===== src/rtl/circle_extent_detector.sv =====
// rtl/circle_extent_detector.sv - recovers min/max x, centroid and radius of a masked blob per frame
module circle_extent_detector #(
    parameter int MIN_PIXELS  = 16,
    parameter int COUNT_WIDTH = 21,
    parameter int SUM_WIDTH   = 32
) (
    input  logic        clk_in,
    input  logic        rst_in,
    input  logic [10:0] hcount_in,
    input  logic [9:0]  vcount_in,
    input  logic        valid_in,
    input  logic        mask_in,
    input  logic        new_frame_in,
    output logic [10:0] x_out_1,
    output logic [9:0]  y_out_1,
    output logic [10:0] x_out_2,
    output logic [9:0]  y_out_2,
    output logic [10:0] x_center_out,
    output logic [10:0] radius_out,
    output logic        found_out,
    output logic        valid_out,
    output logic        overrun_out
);
    localparam int REM_W  = COUNT_WIDTH + 1;
    localparam int ITER_W = $clog2(SUM_WIDTH + 1);

    typedef enum logic [1:0] {S_IDLE, S_ACCUM, S_DIVIDE} state_t;

    state_t                 r_state;
    logic [COUNT_WIDTH-1:0] r_count;
    logic [SUM_WIDTH-1:0]   r_sum_x, r_sum_y;
    logic [10:0]            r_xmin, r_xmax;
    logic [COUNT_WIDTH-1:0] r_div;
    logic [SUM_WIDTH-1:0]   r_qx, r_qy;
    logic [COUNT_WIDTH-1:0] r_remx, r_remy;
    logic [10:0]            r_wxmin, r_wxmax;
    logic [ITER_W-1:0]      r_iter;
    logic                   r_miss;

    // A pixel arriving with new_frame_in lands in the freshly cleared accumulators.
    logic                   w_pixel;
    logic [COUNT_WIDTH-1:0] w_base_count, w_count_next;
    logic [SUM_WIDTH-1:0]   w_base_sum_x, w_base_sum_y, w_sum_x_next, w_sum_y_next;
    logic [10:0]            w_base_xmin, w_base_xmax, w_xmin_next, w_xmax_next;

    assign w_pixel      = valid_in && mask_in && ((r_state != S_IDLE) || new_frame_in);
    assign w_base_count = new_frame_in ? '0 : r_count;
    assign w_base_sum_x = new_frame_in ? '0 : r_sum_x;
    assign w_base_sum_y = new_frame_in ? '0 : r_sum_y;
    assign w_base_xmin  = new_frame_in ? 11'd2047 : r_xmin;
    assign w_base_xmax  = new_frame_in ? 11'd0 : r_xmax;

    assign w_count_next = (w_pixel && (w_base_count != {COUNT_WIDTH{1'b1}}))
                        ? w_base_count + 1'b1 : w_base_count;
    assign w_sum_x_next = w_base_sum_x + (w_pixel ? SUM_WIDTH'(hcount_in) : '0);
    assign w_sum_y_next = w_base_sum_y + (w_pixel ? SUM_WIDTH'(vcount_in) : '0);
    assign w_xmin_next  = (w_pixel && (hcount_in < w_base_xmin)) ? hcount_in : w_base_xmin;
    assign w_xmax_next  = (w_pixel && (hcount_in > w_base_xmax)) ? hcount_in : w_base_xmax;

    // Restoring division step: shift the next dividend bit into the partial remainder.
    logic [REM_W-1:0] w_remx_sh, w_remy_sh, w_divisor;
    logic             w_remx_ge, w_remy_ge;

    assign w_divisor = {1'b0, r_div};
    assign w_remx_sh = {r_remx, r_qx[SUM_WIDTH-1]};
    assign w_remy_sh = {r_remy, r_qy[SUM_WIDTH-1]};
    assign w_remx_ge = (w_remx_sh >= w_divisor);
    assign w_remy_ge = (w_remy_sh >= w_divisor);

    always_ff @(posedge clk_in) begin
        if (!rst_in) begin
            r_state      <= S_IDLE;
            r_count      <= '0;
            r_sum_x      <= '0;
            r_sum_y      <= '0;
            r_xmin       <= 11'd2047;
            r_xmax       <= '0;
            r_div        <= '0;
            r_qx         <= '0;
            r_qy         <= '0;
            r_remx       <= '0;
            r_remy       <= '0;
            r_wxmin      <= '0;
            r_wxmax      <= '0;
            r_iter       <= '0;
            r_miss       <= 1'b0;
            x_out_1      <= '0;
            y_out_1      <= '0;
            x_out_2      <= '0;
            y_out_2      <= '0;
            x_center_out <= '0;
            radius_out   <= '0;
            found_out    <= 1'b0;
            valid_out    <= 1'b0;
            overrun_out  <= 1'b0;
        end else begin
            valid_out   <= 1'b0;
            overrun_out <= 1'b0;
            r_count     <= w_count_next;
            r_sum_x     <= w_sum_x_next;
            r_sum_y     <= w_sum_y_next;
            r_xmin      <= w_xmin_next;
            r_xmax      <= w_xmax_next;

            if (r_miss) begin
                r_miss    <= 1'b0;
                valid_out <= 1'b1;
                found_out <= 1'b0;
            end

            case (r_state)
                S_IDLE: begin
                    if (new_frame_in)
                        r_state <= S_ACCUM;
                end
                S_ACCUM: begin
                    if (new_frame_in) begin
                        if (r_count < COUNT_WIDTH'(MIN_PIXELS)) begin
                            r_miss <= 1'b1;
                        end else begin
                            r_div   <= r_count;
                            r_qx    <= r_sum_x;
                            r_qy    <= r_sum_y;
                            r_remx  <= '0;
                            r_remy  <= '0;
                            r_wxmin <= r_xmin;
                            r_wxmax <= r_xmax;
                            r_iter  <= '0;
                            r_state <= S_DIVIDE;
                        end
                    end
                end
                S_DIVIDE: begin
                    if (new_frame_in)
                        overrun_out <= 1'b1;
                    if (r_iter == ITER_W'(SUM_WIDTH)) begin
                        x_center_out <= r_qx[10:0];
                        y_out_1      <= r_qy[9:0];
                        y_out_2      <= r_qy[9:0];
                        x_out_1      <= r_wxmin;
                        x_out_2      <= r_wxmax;
                        radius_out   <= (r_wxmax - r_wxmin) >> 1;
                        found_out    <= 1'b1;
                        valid_out    <= 1'b1;
                        r_state      <= S_ACCUM;
                    end else begin
                        r_remx <= w_remx_ge ? COUNT_WIDTH'(w_remx_sh - w_divisor)
                                            : COUNT_WIDTH'(w_remx_sh);
                        r_remy <= w_remy_ge ? COUNT_WIDTH'(w_remy_sh - w_divisor)
                                            : COUNT_WIDTH'(w_remy_sh);
                        r_qx   <= {r_qx[SUM_WIDTH-2:0], w_remx_ge};
                        r_qy   <= {r_qy[SUM_WIDTH-2:0], w_remy_ge};
                        r_iter <= r_iter + 1'b1;
                    end
                end
                default: r_state <= S_IDLE;
            endcase
        end
    end
endmodule

===== config.mk =====
export PLATFORM = sky130hd
export DESIGN_NAME = circle_extent_detector
export DESIGN_NICKNAME = d
export VERILOG_FILES = /design/src/rtl/circle_extent_detector.sv
export SDC_FILE = /design/constraint.sdc
export NUM_CORES = 1
export LEC_CHECK = 0
export CORE_MARGIN = 4
export CORE_UTILIZATION = 45
export CTS_BUF_LIST = sky130_fd_sc_hd__clkbuf_8 sky130_fd_sc_hd__clkbuf_16
export CTS_CLUSTER_DIAMETER = 150
export DETAILED_ROUTE_END_ITERATION = 8
export DONT_BUFFER_PORTS = 1
export PLACE_DENSITY = 0.61
export REMOVE_ABC_BUFFERS = 1
export SYNTH_ARGS = -nofsm -noshare
export SYNTH_HDL_FRONTEND = slang
export SYNTH_SLANG_ARGS = --single-unit

===== constraint.sdc =====
create_clock -name clk_in -period 9.9 [get_ports clk_in]
set_input_delay 2.475 -clock clk_in [delete_from_list [all_inputs] [get_ports clk_in]]
set_output_delay 2.475 -clock clk_in [all_outputs]
set_load 0.005 [all_outputs]

Word level (Yosys, flattened, before mapping)
Cells that the tools add are included.

storage, ports and cells
  word-level logic and storage cells = 103
  flip-flop bits (word level) = 321
  output and inout bits = 67

cells by class
  eq/ne operators = 9
  multiplexer cells = 43
  bitwise gates (word level) = 1
  order comparisons = 5
  add/subtract/negate cells = 7
  reduce and logical (&&, ||, !) cells = 15

operators by type and width
  operator               number
  $mux 32                8
  $mux 21                8
  $pmux 32 s2            2
  $pmux 21 s2            2
  $mux 11                5
  $ge 22x21->1           2
  $sub 21x21->21         2
  $add 32x10->32         1
  $add 32x11->32         1
  $add 21x1->21 const B  1
  $lt 21x5->1 const B    1
  $ne 21x21->1 const B   1
  $mux 6                 3
  $pmux 6 s2             1
  $gt 11x11->1           1
  $lt 11x11->1           1
  $sub 11x11->11         1
  $mux 10                1
  $ne 2x2->1 const B     5
  $mux 1                 8
  $mux 2                 4
  $reduce_and 4->1       2
  $add 6x1->6 const B    1
  $eq 6x6->1 const B     1
  other kinds (10)       17

Depth between registers and ports, before layout
  depth in word-level cells = 5
  depth in mapped cells = 16

Worst setup path after synthesis
No wires, ideal clock.

  path kind = input to register
  start = in new_frame_in
  end = reg r_sum_x[26]
  data arrival time = 5.933 ns
  stages = 16
  library setup time = 0.128 ns
  setup slack = 3.840 ns
  data required time = 9.772 ns
  cells stage by stage = buf_2 -> clkbuf_1 -> clkbuf_1 -> clkbuf_1 -> clkbuf_1 -> nor2b_1 -> ha_1 -> fa_1 -> a21oi_1 -> o21bai_1 -> a2111oi_1 -> o31ai_1 -> a41oi_1 -> nor3_1 -> xnor2_1 -> nor2_1

on the way
  longest elaborated chain between the ends = 4
  elaborated cells between the ends (all ways) = 5
  those cells by class = add/sub: 1; mux: 2; reduce/logical: 2

RTL lines
  element               RTL line  text
  start, declared       13        input logic new_frame_in,
  $logic_or 1x1->1      46        assign w_pixel = valid_in && mask_in && ((r_state != S_IDLE) || new_frame_in);
  $logic_and 1x1->1     46
  $mux 11               55        assign w_sum_x_next = w_base_sum_x + (w_pixel ? SUM_WIDTH'(hcount_in) : '0);
  $add 32x11->32 (*)    55
  end signal, assigned  100       r_sum_x <= w_sum_x_next;
  end, declared         31        logic [SUM_WIDTH-1:0] r_sum_x, r_sum_y;

Every way passes the cells marked *; elsewhere a longest branch is shown, timed or not.
A chain may end at the register's enable or synchronous reset.

Worst setup path after layout
  start = in new_frame_in
  end = reg r_sum_x[30]

The elaborated chain is that of the path after synthesis.

==> results_dict.tcl <==
set metrics [dict create \
    swShare_pct 22.4 \
    worstPathRequired_ps 10310 \
    fin_skew_ps 23.9 \
    yosys.area.top_type "dfxtp_1" \
    fillers 3673 \
    ys_ff_latch 321 \
    grt_pass1_vias 13800 \
    synth_edf_count 0 \
    ys.flop_type "dfxtp_1" \
    hold_viol_final 0 \
    setup_viol 0 \
    slew_violations 0 \
    cts_tree "yes" \
    hold_class "register to register" \
    cts-htree-levels 2 \
    cp.arrival_ps 5800 \
    io_buffers 0 \
    syn_area_mm2 0.0172 \
    yosysTopAreaCellShare_pct 37.4 \
    yosys_warnings 0 \
    critPathBufInv 1 \
    crit_chain "o311ai_2, buf_4, nor2_1, ha_1, fa_1, a21oi_1, o21bai_1, a2111oi_1, o31ai_1, a41oi_1, nor3_1, xnor2_1, nor2_1" \
    grtUsageTotal_pct 20.4 \
    wl_per_cell_um 16.2 \
    crit_family "compound AO/OA/AOI/OAI gates" \
    fp.dieW_um 203 \
    syn_inst 2157 \
    layout.nets 2210 \
    final_common_cell "nand2_1" \
    dieArea_mm2 0.0414 \
    startpoint_type "input port" \
    num_io_pins 93 \
    grt.overflow.total 0 \
    std_cell_rows 71 \
    grt_use_met3_pct 3.07 \
    grt_pass1_wl_um 71000 \
    p_int_w 0.00213 \
    path_max_fanout 83 \
    tns_ps 0 \
    gp_congestion 0.888 \
    cpMostUsedCell "nor2_1" \
    die_h_um 203 \
    power_switching_w 0.000614 \
    status "complete, no violations" \
    preCtsSetupSlack_ps 4030 \
    finalWirelength_um 42500 \
    end_kind "register" \
    critPathMaxStageDelay_ps 780 \
    cts_hold_buf 0 \
    antenna_found_initial 1 \
    relSlewSlack_pct 22.2 \
    ant_nets 0 \
    initial_core_util_pct 45.6 \
    fin_crit_sh_pct 54.5 \
    irDropWorstVdd_v 0.000151 \
    via_per_inst 5.53 \
    mostFrequentLayoutCells "382 x nand2_1, 321 x dfxtp_1, 213 x nor2_1" \
    fin_crit_ps 5390 \
    fmax_mhz 185 \
    worst-slew-pin-transition_ps 1160 \
    vias 14500 \
    grt-busiest-layer "met2" \
    use_met1_pct 28.5 \
    numClockSinks 321 \
    cts_buffers 38 \
    combPwrFrac_pct 2.5 \
    async_flop_share_pct 0 \
    dp_hpwl_um 28200 \
    clk_path_buf_depth 3 \
    pwr_density_cell_mw_per_mm2 147 \
    clockRootBuffer "clkbuf_16" \
    rsz0062_at_grt "false" \
    synth.area.top_cells "dfxtp_1 37%, nand2_1 8.4%, ha_1 7.0%" \
    drive_above_1_share_pct 6.11 \
    p_leak_nw 6.93 \
    cap_violations 0 \
    path_class "input port to register" \
    postSynthAreaPerCell_um2 7.97 \
    grt_util_met2_pct 32.5 \
    first_pass_iters 5 \
    post_cts_buffers 0 \
    syn_to_final_growth_pct 8.57 \
    slowest_stage "a2111oi_1" \
    synth_seq_area_share_pct 37.4 \
    seq_power_share_pct 47.5 \
    setup_ws_ps 4510 \
    first_iter_violations 819 \
    clock_power_share_pct 50.0 \
    drc 0 \
    cts.clk_slew.worst_paths_ps 60 \
    grt_max_degree 84 \
    clk-insertion-delay-late_ps 560 \
    synth_cell_types 80 \
    cts-resized-gates 0 \
    core_area_mm2 0.0377 \
]
## layer usage
layer	wire [um]	vias to the layer above
li1	-	7350
met1	20900	6848
met2	18700	239
met3	1800	62
met4	980	0
met5	0	-
## logic make-up after synthesis
logic type / count (synthesis) / synth area share, %
xor gates and xnor gates: 104 / 5.30
muxes: 30 / 1.83
buffers and inverters: 204 / 4.92
AOI/OAI and AO/OA: 494 / 18.9
adders and majority gates: 101 / 7.57
other: 1 / 0.0218
and+or+nand+nor: 902 / 24.1
DFF: 321 / 37.4
## cells in the mapped netlist, types with 41 or more instances
cell type and instances:
a21oi_1 185, clkbuf_1 94, dfxtp_1 321, ha_1 96, inv_1 72, nand2_1 383
nand3_1 45, nor2_1 216, nor2b_1 51, o21ai_1 41, xnor2_1 57, xor2_1 47
## state kept, by name, summed over array words and instances, names as in the netlist, 21 cells and up
signal   flops
r_remx      21
r_sum_x     32
r_div       21
r_sum_y     32
r_remy      21
r_qy        32
r_count     21
r_qx        32
## layout make-up
class | count | area [um2] | share of cell area [%]
Tap cell | 511 | 639 | 3.43
Multi-Input combinational cell | 1632 | 9950 | 53.3
Inverter | 72 | 275 | 1.48
Sequential cell | 321 | 6430 | 34.4
Clock inverter | 19 | 141 | 0.758
Timing Repair Buffer | 18 | 135 | 0.724
Antenna cell | 1 | 2.50 | 0.0134
Clock buffer | 48 | 1090 | 5.83
## path summary, 6_finish.rpt
check | start | to | slack [ps] | depth (start not counted)
max | new_frame_in | r_sum_x[30] | 4510 | 13
min | r_div[18] | r_div[18] | 450 | 2
max reg2reg | r_state[1] | r_sum_x[30] | 6010 | 13
min reg2reg | r_div[18] | r_div[18] | 450 | 2
## tightest hold or removal path, stage by stage, from the launching register on
cell	delay, ps
dfxtp_1	300
nand2_1	50
a21oi_1	50
## stage by stage
step / hold WS [ps] / power (W) / instances / utilization, % / cell area [um2]
5_1_grt: 475 / 0.00284 / 2622 / 49.5 / 18700
3_5_place_dp: 445 / 0.00140 / 2554 / 46.3 / 17400
2_1_floorplan: 427 / 0.00138 / 2025 / - / 16600
3_3_place_gp: 441 / 0.00140 / 2554 / 46.3 / 17400
4_1_cts: 454 / 0.00278 / 2621 / 49.5 / 18700
6_report: 453 / 0.00274 / 2622 / 49.5 / 18700
## power groups by stage
stage,combinational (W),clock [W],sequential [W]
2_1_floorplan,0.0000499,0,0.00133
3_3_place_gp,0.0000675,0,0.00133
3_5_place_dp,0.0000689,0,0.00133
4_1_cts,0.0000691,0.00141,0.00130
5_1_grt,0.0000779,0.00146,0.00130
6_report,0.0000688,0.00137,0.00130
Power figures use the tool's default switching activity.
